File: src/rtl/compl_pkg.sv
// compl_pkg: shared state encoding and default width for the complement scheduler
package compl_pkg;
    localparam int WIDTH_DEF = 4;
    typedef enum logic [1:0] {
        IDLE = 2'd0,
        EXEC = 2'd1,
        WAIT = 2'd2
    } state_t;
endpackage

File: src/rtl/compl1.sv
// compl1: shared datapath, one's complement (cpl=1) or pass-through (cpl=0)
// Ports: Inp operand, cpl operation select, Out result (WIDTH bits, no extension)
module compl1 import compl_pkg::*; #(
    parameter int WIDTH = WIDTH_DEF
) (
    input  logic [WIDTH-1:0] Inp,
    input  logic             cpl,
    output logic [WIDTH-1:0] Out
);
    assign Out = cpl ? ~Inp : Inp;
endmodule

File: src/rtl/compl_sched.sv
// compl_sched: round-robin scheduler sharing one compl1 unit between two requesters
// Ports: clk, reset (async, active-high); req/data/cpl per requester in, gnt per requester out;
//        out_valid/out_data/out_src result held until out_ready; done_cnt counts accepted results
module compl_sched import compl_pkg::*; #(
    parameter int WIDTH = WIDTH_DEF
) (
    input  logic             clk,
    input  logic             reset,
    input  logic             req0,
    input  logic             req1,
    input  logic [WIDTH-1:0] data0,
    input  logic [WIDTH-1:0] data1,
    input  logic             cpl0,
    input  logic             cpl1,
    output logic             gnt0,
    output logic             gnt1,
    output logic             out_valid,
    output logic [WIDTH-1:0] out_data,
    output logic             out_src,
    input  logic             out_ready,
    output logic [7:0]       done_cnt
);
    state_t state, state_n;
    logic [WIDTH-1:0] op_data, op_data_n, out_data_n, res;
    logic op_cpl, op_cpl_n, sel, sel_n, last_src, last_src_n;
    logic gnt0_n, gnt1_n, out_valid_n, out_src_n, pick;
    logic [7:0] done_cnt_n;

    compl1 #(.WIDTH(WIDTH)) u_compl1 (.Inp(op_data), .cpl(op_cpl), .Out(res));

    // a lone requester wins; on a tie the side that was not served last wins
    assign pick = (req0 & req1) ? ~last_src : req1;

    always_comb begin
        state_n     = state;
        op_data_n   = op_data;
        op_cpl_n    = op_cpl;
        sel_n       = sel;
        last_src_n  = last_src;
        gnt0_n      = 1'b0;
        gnt1_n      = 1'b0;
        out_valid_n = out_valid;
        out_data_n  = out_data;
        out_src_n   = out_src;
        done_cnt_n  = done_cnt;
        case (state)
            IDLE: if (req0 | req1) begin
                op_data_n = pick ? data1 : data0;
                op_cpl_n  = pick ? cpl1 : cpl0;
                sel_n     = pick;
                gnt0_n    = ~pick;
                gnt1_n    = pick;
                state_n   = EXEC;
            end
            EXEC: begin
                out_valid_n = 1'b1;
                out_data_n  = res;
                out_src_n   = sel;
                state_n     = WAIT;
            end
            WAIT: if (out_ready) begin
                out_valid_n = 1'b0;
                last_src_n  = sel;
                done_cnt_n  = done_cnt + 8'd1;
                state_n     = IDLE;
            end
            default: begin
                out_valid_n = 1'b0;
                out_data_n  = '0;
                out_src_n   = 1'b0;
                state_n     = IDLE;
            end
        endcase
    end

    always_ff @(posedge clk or posedge reset) begin
        if (reset) begin
            state     <= IDLE;
            op_data   <= '0;
            op_cpl    <= 1'b0;
            sel       <= 1'b0;
            last_src  <= 1'b1;
            gnt0      <= 1'b0;
            gnt1      <= 1'b0;
            out_valid <= 1'b0;
            out_data  <= '0;
            out_src   <= 1'b0;
            done_cnt  <= 8'd0;
        end else begin
            state     <= state_n;
            op_data   <= op_data_n;
            op_cpl    <= op_cpl_n;
            sel       <= sel_n;
            last_src  <= last_src_n;
            gnt0      <= gnt0_n;
            gnt1      <= gnt1_n;
            out_valid <= out_valid_n;
            out_data  <= out_data_n;
            out_src   <= out_src_n;
            done_cnt  <= done_cnt_n;
        end
    end
endmodule
File: config.mk
export PLATFORM = sky130hd
export DESIGN_NAME = compl_sched
export DESIGN_NICKNAME = d
export VERILOG_FILES = /design/src/rtl/compl_pkg.sv /design/src/rtl/compl1.sv /design/src/rtl/compl_sched.sv
export SDC_FILE = /design/constraint.sdc
export NUM_CORES = 1
export LEC_CHECK = 0
export CAP_MARGIN = 10
export CORE_MARGIN = 5
export CORE_UTILIZATION = 44
export CTS_BUF_LIST = sky130_fd_sc_hd__clkbuf_8
export CTS_CLUSTER_SIZE = 25
export DETAILED_ROUTE_END_ITERATION = 8
export GPL_TIMING_DRIVEN = 0
export PLACE_DENSITY = 0.8
export SLEW_MARGIN = 10
export SYNTH_ARGS = -nofsm -noshare
export SYNTH_HDL_FRONTEND = slang
export SYNTH_SLANG_ARGS = --single-unit
File: constraint.sdc
create_clock -name clk -period 1.5 [get_ports clk]
set_clock_uncertainty 0.2 [all_clocks]
set_input_delay 0.225 -clock clk [delete_from_list [all_inputs] [get_ports clk]]
set_output_delay 0.225 -clock clk [all_outputs]
set_load 0.01 [all_outputs]
# Word-level counts from Yosys, hierarchy flattened
# Cells that the tools add are included.
# Widths: inputs -> output; s select.
# op_classes
bitwise_logic	6
reduce_logical	6
n_eq_ne	4
add_sub_neg	1
n_mux	15
# ops
cell	count
$add 8x1->8 const B	1
$mux 4	2
$pmux 4 s2	1
$reduce_and 2->1	4
$mux 1	7
$pmux 2 s3	1
$mux 2	2
$ne 2x2->1 const B	2
$not 4->4	1
$not 1->1	3
$pmux 1 s3	1
$eq 2x1->1 const B	1
$eq 2x2->1 const B	1
$logic_not 2->1	1
$pmux 1 s2	1
$reduce_or 2->1	1
$and 1x1->1	1
$or 1x1->1	1
# totals
regBits	25
output_inout_bits	16
input_bits	15
word_cells	43

# Depth between registers and ports, before layout
# Gate-level depths: netlist of the first run.
# depth
depth_word	5
mapped_depth	4
ltp_nobuf	4

# Modules after synthesis
# From an unflattened synthesis of the first run, not the netlist that was laid out.
# hier_totals
hier_cells	89
hier_area_um2	1099.8
# by_module_without_submodules
mod	seq_area_each_um2	n_inst	area_each_um2	cells_per_inst
compl_sched	626.9	1	1064.8	85
compl1	0.0	1	35.0	4

# Least setup slack after synthesis of the first run
# OpenSTA, ideal clock, no wires.
# synth_path
path_kind	register -> register
from	register last_src
to	register op_cpl
required_ps	1175
path_slack_ps	26
synth_period_minus_slack_ps	1474
path_buffers	0
setup_time_ps	125
path_stages_with_launch	4
arrival_time_ps	1149
path_cell_list	dfstp_2 > a21boi_4 > mux2_1 > mux2_2
# synth_between
elab_chain_cells	3
# synth_lines
element	line	source
from (decl)	compl_sched.sv:25	logic op_cpl, op_cpl_n, sel, sel_n, last_src, last_src_n;
from (signal assigned)	compl_sched.sv:94	last_src <= last_src_n;
$not 1->1	compl_sched.sv:32	assign pick = (req0 & req1) ? ~last_src : req1;
$mux 1	compl_sched.sv:32	
$mux 1	compl_sched.sv:49	op_cpl_n = pick ? cpl1 : cpl0;
to (signal assigned)	compl_sched.sv:92	op_cpl <= op_cpl_n;
to (decl)	compl_sched.sv:25	
# Every way passes these cells.
# A chain may end at the register's enable or synchronous reset.

# Final worst setup path of the first run
# layout_path
from	register last_src
to	register op_data[1]
# layout_between
elab_chain_cells	3
# layout_lines
element	line	source
$not 1->1	compl_sched.sv:32	
$mux 1	compl_sched.sv:32	
$mux 4	compl_sched.sv:48	op_data_n = pick ? data1 : data0;
to (signal assigned)	compl_sched.sv:91	op_data <= op_data_n;
to (decl)	compl_sched.sv:24	logic [WIDTH-1:0] op_data, op_data_n, out_data_n, res;
# Every way passes these cells.

==> metrics.txt, run 1 <==
initial antenna violation count=0; syn nets=103; sequential power share=0.418; FF/Latch Area=626.9 sq um; post-synthesis cell count=87; Clk network pwr share=0.143; post-synthesis cell type count=26; commonest non-fill, non-tap cell in the layout=dfrtp_1; Int Pwr=1786 uW; footprint of the multi-input gates=479.2 sq um; most used cell, CP=mux2_4; DRC errors left=0; M1 WL=895 um; clk slew on worst S/H paths=0.08 ns; Inst Count DP=147; slowest stage delay, CP=0.39 ns; clock sink count=25; post-synth top area cell=dfrtp_1; Placed Area=0.001429 sq mm; share of total power in combinational logic=0.439; die width=59.80 um; post-DP HPWL=1523 um; Top FF cell, synth=dfrtp_1; Critical Path Fanout Max=7; CP startpoint kind=flop; Core Util, Final=0.6337; #FFs+latches synth=25; std cell rows=18; min Tclk post-route=1.578 ns; PD cells=1764 mW/mm^2; WL met3=142 um; Detailed Routing Iterations Pass 1=4; crit end category=flop; Die H=59.80 um; number of max-cap violations=0; Die Area=0.003575 sq mm; vias in the first global route=812; TritonCTS clock tree=yes; Peak Freq=633.7 MHz; I/O pins=31; n_diodes=0; Net Sw Frac=0.3432; Core ar.=0.002432 sq mm; failing checks=setup timing; syn avg cell area=12.54 sq um; routed wl met2=1038 um; Setup WS pre-CTS=-0.4810 ns; DRT antenna net count=0; CTS buffer count=3; first-pass GRT wire length=3401 um; vias per cell=5.129; Worst Hold Class=in -> async; Post-Layout Cell Count=155; post-synthesis sequential area ratio=0.5745; CP Data Required Time=1.46 ns; Final Hold Fails=0; largest net degree at the start of global routing=26; Worst-Skew Late Latency=0.27 ns; Worst Tran Pin Value=0.9143 ns; slowest cell on the critical path=dfstp_2; Synth warnings=0; top cells by area, synth=dfrtp_1 (55%), mux2_2 (6.2%), xnor2_1 (5.6%), mux2_1 (5.2%), xor2_1 (3.2%); WP buf/inv=0; fin crit share=1.052; Max VDD drop=1.072 mV; unrepaired setup endpoints after global routing=true; Pleak=0.0007709 uW; Worst Setup Slack, final=-0.07798 ns; H-tree depth=1; clk buf depth=2; cell area after synthesis=0.001091 sq mm; Slew Limit Fails=0; vias=795; fin area=0.001541 sq mm; routability cong.=0.7882; Worst path depth=3; synth-to-layout area growth=41.28%; CP top delay family=multiplexers; Starting Density=0.4486; max layer used=met4; I/O Buffers=30; DR WL/cell=13.61 um; Rel. slew slack=0.3898; Cell Chain, Critical Path=a21boi_4 > mux2_4 > mux2_4; Fillers=197; layout cells sized above 1=0.2400; status=finished, violations left; critical path arrival=1.54 ns; R2R depth=3; Crit Path Class=reg -> reg; gr usage total=0.1270; # setup viols final=5; root buffer cell=clkbuf_8; grt ovf=0; Post-synth ARST share=1.000; top cell type's share of synthesized area=0.5505; Total Wirelength=2110 um; number of synthesized flops with an enable pin=0; nets=142; initial DRC count=18; sw power=933.1 uW; most frequent cells in the layout=dfrtp_1 (24), dlygate4sd2_1 (18), clkdlybuf4s50_1 (12)
[layer usage]
metal  up-vias  GRT usage
li1        371          -
met1       396     0.1395
met2        25     0.2269
met3         3    0.03240
met4         0    0.05696
met5         -          0
[cell usage after synthesis (2+ instances only)]
| master | n |
|---|---|
| o22ai_1 | 5 |
| xor2_1 | 4 |
| inv_1 | 8 |
| nand2b_1 | 2 |
| nor2_1 | 3 |
| nand2_1 | 2 |
| dfrtp_1 | 24 |
| nand3_1 | 3 |
| o21ai_0 | 3 |
| mux2_1 | 5 |
| nor3_1 | 2 |
| xnor2_1 | 7 |
| mux2_2 | 6 |
[state kept, by name, summed over array words and instances, names as in the netlist, 2 cells and up]
name,count
op_data,4
done_cnt,8
out_data,4
state,2
[final timing paths]
kind / start / end / slack [ns]
worst min register to register: done_cnt[7] / done_cnt[7] / 0.27
max in group asynchronous: reset / state[1] / 0.29
worst min-delay path: reset / done_cnt[7] / 0.25
worst max register to register: last_src / op_data[1] / -0.08
min in group clk: req1 / state[0] / 0.25
worst max-delay path: last_src / op_data[1] / -0.08
[what timing repair did]
item	CTS	global route
hold buffers	0	0
pin swaps	1	2
setup endpoints to repair	21	9
buffers inserted	5	0
resized for setup	23	9
[cell families (layout without fill, tap and decap cells)]
group / count (synthesis) / count (layout) / synth area share
compound gates: 12 / 12 / 0.08143
xor+xnor: 11 / 11 / 0.08830
fa+ha+maj: 1 / 1 / 0.01147
buf+inv: 10 / 48 / 0.04128
flops: 25 / 25 / 0.5745
mux: 11 / 11 / 0.1135
simple gates: 17 / 17 / 0.08946
[power groups by stage]
stage	clock network (uW)	logic (uW)	registers [uW]
global placement	0	1100	1170
finish	390	1190	1140
global route	431	1310	1180
detailed placement	0	1150	1180
CTS	400	1170	1120
floorplan	0	621	1220
[final cells by class]
type	count	area share
multi-input cells	52	0.3109
repair buffers	34	0.1997
flip-flops and latches	25	0.4067
clock buffers	3	0.02679
well taps	30	0.02435
inverters	8	0.01948
plain buffers	2	0.009740
clock inverters	1	0.002435
[per-stage QoR]
stage | hold WS (ns) | TNS, ns | power [uW]
after floorplan | 0.05158 | 0 | 1836
after global placement | 0.2569 | -4.564 | 2272
after detailed placement | 0.2634 | -5.985 | 2325
after CTS | 0.2412 | -0.4339 | 2696
after global routing | 0.2622 | -0.5460 | 2920
final | 0.2466 | -0.3500 | 2719
(Power assumes the default switching activity.)
==> inputs of run 2 (changes only) <==
--- a/config.mk
+++ b/config.mk
@@ -8,10 +8,9 @@
 export CAP_MARGIN = 10
 export CORE_MARGIN = 5
-export CORE_UTILIZATION = 44
-export CTS_BUF_LIST = sky130_fd_sc_hd__clkbuf_8
+export CORE_UTILIZATION = 41
 export CTS_CLUSTER_SIZE = 25
 export DETAILED_ROUTE_END_ITERATION = 8
 export GPL_TIMING_DRIVEN = 0
-export PLACE_DENSITY = 0.8
+export PLACE_DENSITY = 0.75
 export SLEW_MARGIN = 10
 export SYNTH_ARGS = -nofsm -noshare
==> constraint.sdc (replaced) <==
create_clock -name clk -period 1.5 [get_ports clk]
set_clock_uncertainty 0.2 [all_clocks]
set_input_delay 0.15 -clock clk [delete_from_list [all_inputs] [get_ports clk]]
set_output_delay 0.15 -clock clk [all_outputs]
set_load 0.01 [all_outputs]
==> run 2 against run 1 <==
Largest power group unchanged. Register-to-register slack better by 0.02 ns. Critical path type unchanged. Count of clock-buffer cells in the layout is 1 higher. The run still ends with setup timing left. Flip-flop and latch count stayed put.
==> metrics.txt, run 2 (synthesis results as in run 1) <==
Core Util, Final=0.6017; CTS buffer count=3; clock sink count=25; Net Sw Frac=0.3449; Worst Tran Pin Value=0.9195 ns; clk slew on worst S/H paths=0.13 ns; Rel. slew slack=0.3863; sw power=888.8 uW; CP Data Required Time=1.51 ns; Core ar.=0.002522 sq mm; CP startpoint kind=flop; # setup viols final=5; std cell rows=18; Cell Chain, Critical Path=a21boi_4 > mux2_1 > mux2_2; slowest cell on the critical path=dfstp_2; layout cells sized above 1=0.2205; failing checks=setup timing; I/O pins=31; H-tree depth=1; Final TNS setup=-0.2724 ns; unrepaired setup endpoints after global routing=true; I/O Buffers=30; Min Hold Slack=0.1280 ns; Int Pwr=1688 uW; Setup WS pre-CTS=-0.3857 ns; CP top delay family=multiplexers; Peak Freq=639.8 MHz; root buffer cell=clkbuf_4; Worst Hold Class=in -> async; Total Wirelength=2039 um; Fillers=227; status=finished, violations left; Die Area=0.003793 sq mm; fin crit share=1.042; most frequent cells in the layout=dfrtp_1 (23), dlygate4sd2_1 (16), clkdlybuf4s50_1 (14); grt ovf=0; vias in the first global route=801; n_diodes=0; DRT antenna net count=0; register name with the most flops=done_cnt; post-DP HPWL=1465 um; critical path arrival=1.57 ns; Starting Density=0.4325; Worst-Skew Late Latency=0.31 ns; Largest register FFs=8; Detailed Routing Iterations Pass 1=3; slowest stage delay, CP=0.41 ns; DR WL/cell=12.99 um; share of total power in combinational logic=0.448; Crit Path Class=reg -> reg; biggest regs=done_cnt x8, op_data x4, out_data x4; min Tclk post-route=1.563 ns; Clk network pwr share=0.113; number of max-cap violations=0; die width=61.59 um; synth-to-layout area growth=39.11%; routability cong.=0.8255; Final Hold Fails=0; DRC errors left=0; largest net degree at the start of global routing=26; Die H=61.59 um; initial antenna violation count=0; Pleak=0.0007498 uW; Worst Setup Slack, final=-0.06293 ns; gr usage total=0.1221; first-pass GRT wire length=3450 um; Max VDD drop=0.9251 mV; Critical Path Fanout Max=7; commonest non-fill, non-tap cell in the layout=dfrtp_1; PD cells=1698 mW/mm^2; TritonCTS clock tree=yes; nets=144; crit end category=flop; sequential power share=0.439; vias=783; Slew Limit Fails=0; WP buf/inv=0; vias per cell=4.987; initial DRC count=12; clk buf depth=2
-- run 2: worst paths after layout --
kind	cells after the start	from	end	slack [ns]
worst min register to register	1	done_cnt[7]	done_cnt[7]	0.27
worst max-delay path	3	last_src	op_data[0]	-0.06
max in group asynchronous	2	reset	done_cnt[3]	0.36
worst max register to register	3	last_src	op_data[0]	-0.06
min in group clk	1	done_cnt[7]	done_cnt[7]	0.27
worst min-delay path	2	reset	done_cnt[7]	0.13
-- run 2: power by group through the flow --
stage	combinational, uW	sequential [uW]	clock, uW
3_5_place_dp	1140	1180	0
6_report	1150	1130	292
3_3_place_gp	1110	1170	0
5_1_grt	1280	1160	337
2_1_floorplan	621	1220	0
4_1_cts	1180	1110	306
-- run 2: stage by stage --
| stage | instance area (sq um) | std cells | power [uW] |
|---|---|---|---|
| after global routing | 1518 | 157 | 2775 |
| after detailed placement | 1429 | 147 | 2318 |
| after floorplan | 1091 | 87 | 1836 |
| final | 1518 | 157 | 2577 |
| after global placement | 1429 | 147 | 2279 |
| after CTS | 1493 | 158 | 2595 |
-- run 2: worst register-to-register path, delay by kind of cell (launching register included) --
| family | cells | cell delay, ns |
|---|---|---|
| mux | 2 | 0.61 |
| compound gates | 1 | 0.25 |
| flops | 1 | 0.41 |
-- run 2: cell type report --
| class | count | area (sq um) | share of cell area |
|---|---|---|---|
| buffer | 2 | 15.01 | 0.009893 |
| clock buffer | 4 | 26.28 | 0.01731 |
| inverter | 8 | 30.03 | 0.01979 |
| multi-input combinational | 52 | 455.4 | 0.3001 |
| sequential | 25 | 628.1 | 0.4138 |
| tap | 30 | 37.54 | 0.02473 |
| timing repair buffer | 36 | 325.3 | 0.2143 |
-- run 2: repair_timing --
| action | in CTS | in global routing |
|---|---|---|
| setup endpoints to repair | 21 | 9 |
| hold buffers | 0 | 0 |
| pin swaps | 0 | 3 |
| gates resized for setup | 18 | 6 |
| buffers inserted | 7 | 0 |
-- run 2: metal layers --
metal / part of all wire / vias to the layer above / global-route usage
met5: 0 / - / 0
met4: 0.0069 / 0 / 0.03636
met3: 0.078 / 2 / 0.03983
met2: 0.50 / 24 / 0.2093
met1: 0.42 / 382 / 0.1455
li1: - / 375 / -
==> inputs of run 3 (changes only) <==
CAP_MARGIN = default   (was 10)
CORE_UTILIZATION = 42   (was 41)
PLACE_DENSITY = 0.76   (was 0.75)
SYNTH_HIERARCHICAL = 1   (was default)
==> run 3 against run 2 <==
The run still ends with setup timing left. Worst setup slack got worse by 0.034 ns. Clock power barely moved. Via count fell by 0.38%. Sequential share of layout area increased by 0.069 points. Critical path depth is the same. Critical path type unchanged. Largest power group is now sequential cells. Highest routed layer unchanged.
==> metrics.txt, run 3 <==
Core ar.=0.002500 sq mm; Top FF cell, synth=dfrtp_1; most frequent cells in the layout=dfrtp_1 (23), dlygate4sd2_1 (16), clkdlybuf4s50_1 (14); top post-synthesis cells by count=dfrtp_1 (24), xor2_1 (8), inv_1 (7), mux2_2 (7), nand2_1 (6); vias in the first global route=807; Peak Freq=626.2 MHz; Die H=61.17 um; vias per cell=4.906; DRC errors left=0; slowest cell on the critical path=dfstp_2; Hold Buf Count CTS=0; I/O pins=31; vias=780; post-synthesis cell type count=28; post-DP HPWL=1541 um; I/O Buffers=30; clk buf depth=2; top cells by area, synth=dfrtp_1 (55%), mux2_2 (7.2%), xor2_1 (6.4%), mux2_1 (4.1%), dfstp_2 (2.4%); syn avg cell area=12.36 sq um; Total Wirelength=2099 um; cell area after synthesis=0.001100 sq mm; Post-Layout Cell Count=159; critical path arrival=1.60 ns; clock sink count=25; min Tclk post-route=1.597 ns; post-synth top area cell=dfrtp_1; Critical Path Fanout Max=7; Fillers=236; nets=146; CP startpoint kind=flop; root buffer cell=clkbuf_4; crit end category=flop; H-tree depth=1; Die Area=0.003742 sq mm; CTS buffer count=3; Worst Setup Slack, final=-0.09682 ns; CP top delay family=multiplexers; unrepaired setup endpoints after global routing=true; Post-synth ARST share=1.000; failing checks=setup timing; post-synthesis cell count=89; Largest register FFs=8; register name with the most flops=done_cnt; Pleak=0.0007550 uW; layout cells sized above 1=0.2403; #FFs+latches synth=25; n_diodes=0; Worst Hold Class=in -> async; CP Data Required Time=1.51 ns; clk slew on worst S/H paths=0.14 ns; Final Hold Fails=0; routability cong.=0.7970; Worst Tran Pin Value=0.9236 ns; fin crit share=1.065; status=finished, violations left; die width=61.17 um; TritonCTS clock tree=yes; PD cells=1642 mW/mm^2; initial antenna violation count=0; slowest stage delay, CP=0.41 ns; DRT antenna net count=0; number of synthesized flops with an enable pin=0; most frequent cell after synthesis=dfrtp_1; top cell type's share of synthesized area=0.5461; gr usage total=0.1234; Starting Density=0.4399; DR WL/cell=13.20 um; # setup viols final=5; Slew Limit Fails=0; Synth warnings=6; largest net degree at the start of global routing=26; Inst Count DP=149; Worst-Skew Late Latency=0.32 ns; WP buf/inv=0; syn nets=105; Cell Chain, Critical Path=a21boi_4 > mux2_1 > mux2_2; number of max-cap violations=0; Detailed Routing Iterations Pass 1=3; commonest non-fill, non-tap cell in the layout=dfrtp_1; Crit Path Class=reg -> reg; first-pass GRT wire length=3477 um; initial DRC count=14; Final Total Pwr=2488 uW; synth-to-layout area growth=37.77%; grt ovf=0; biggest regs=done_cnt x8, op_data x4, out_data x4; post-synthesis sequential area ratio=0.5700; std cell rows=18; Max VDD drop=0.8838 mV; Rel. slew slack=0.3836
==> run 3: cell count changes after synthesis, sizes merged, moves of 2 or more <==
cell / previous run / this run
nand2: 2 / 6
xnor2: 7 / 3
nand2b: 2 / 0
xor2: 4 / 8
o22ai: 5 / 1
o21ai: 4 / 6
==> run 3: path summary, 6_finish.rpt <==
kind                             startpoint          end  slack (ns)  cells after the start
worst max-delay path               last_src   op_data[2]        -0.1                      3
worst min-delay path                  reset     state[1]        0.13                      2
worst max register to register     last_src   op_data[2]        -0.1                      3
worst min register to register  done_cnt[7]  done_cnt[7]        0.27                      1
max in group asynchronous             reset  done_cnt[3]        0.36                      2
min in group clk                done_cnt[7]  done_cnt[7]        0.27                      1
==> run 3: final cells by class <==
| class | count | area [sq um] | area share |
|---|---|---|---|
| multi-input combinational | 56 | 465.4 | 0.3072 |
| sequential | 25 | 628.1 | 0.4145 |
| buffer | 1 | 5.005 | 0.003303 |
| tap | 30 | 37.54 | 0.02477 |
| inverter | 7 | 26.28 | 0.01734 |
| timing repair buffer | 36 | 325.3 | 0.2147 |
| clock buffer | 3 | 22.52 | 0.01486 |
| clock inverter | 1 | 5.005 | 0.003303 |
==> run 3: metrics by stage <==
step | hold WS [ns] | instance area (sq um) | setup WS (ns) | util | setup TNS (ns)
2_1_floorplan | -0.02342 | 1100 | 0.02607 | - | 0
3_3_place_gp | 0.2585 | 1438 | -0.3817 | 0.5751 | -2.254
3_5_place_dp | 0.2551 | 1438 | -0.4220 | 0.5751 | -3.182
4_1_cts | 0.1718 | 1499 | -0.08524 | 0.5996 | -0.3571
5_1_grt | 0.2506 | 1515 | -0.1624 | 0.6061 | -0.6734
6_report | 0.1292 | 1515 | -0.09682 | 0.6061 | -0.3820
==> run 3: kinds of logic after synthesis <==
logic type | Yosys count | share of synthesized area
buf+inv | 8 | 0.02844
compound gates | 10 | 0.06713
mux | 12 | 0.1263
simple gates | 22 | 0.1092
xor+xnor | 11 | 0.08761
flops | 25 | 0.5700
fa+ha+maj | 1 | 0.01137
==> run 3: routing by layer <==
layer / part of all wire / wire length, um / track usage
met5: 0 / 0 / 0
met4: 0.0076 / 16 / 0.01858
met3: 0.087 / 182 / 0.03564
met2: 0.48 / 1016 / 0.2205
met1: 0.42 / 884 / 0.1501
==> run 3: report_power, final <==
group          internal (uW)  switching (uW)
clock network           99.6             196
logic                    561             482
registers                954             196
==> run 3: timing repair <==
action,4_1_cts,5_1_grt
buffers inserted,7,0
endpoints found under the setup margin,21,8
pin swaps,0,1
gates resized for setup,17,5
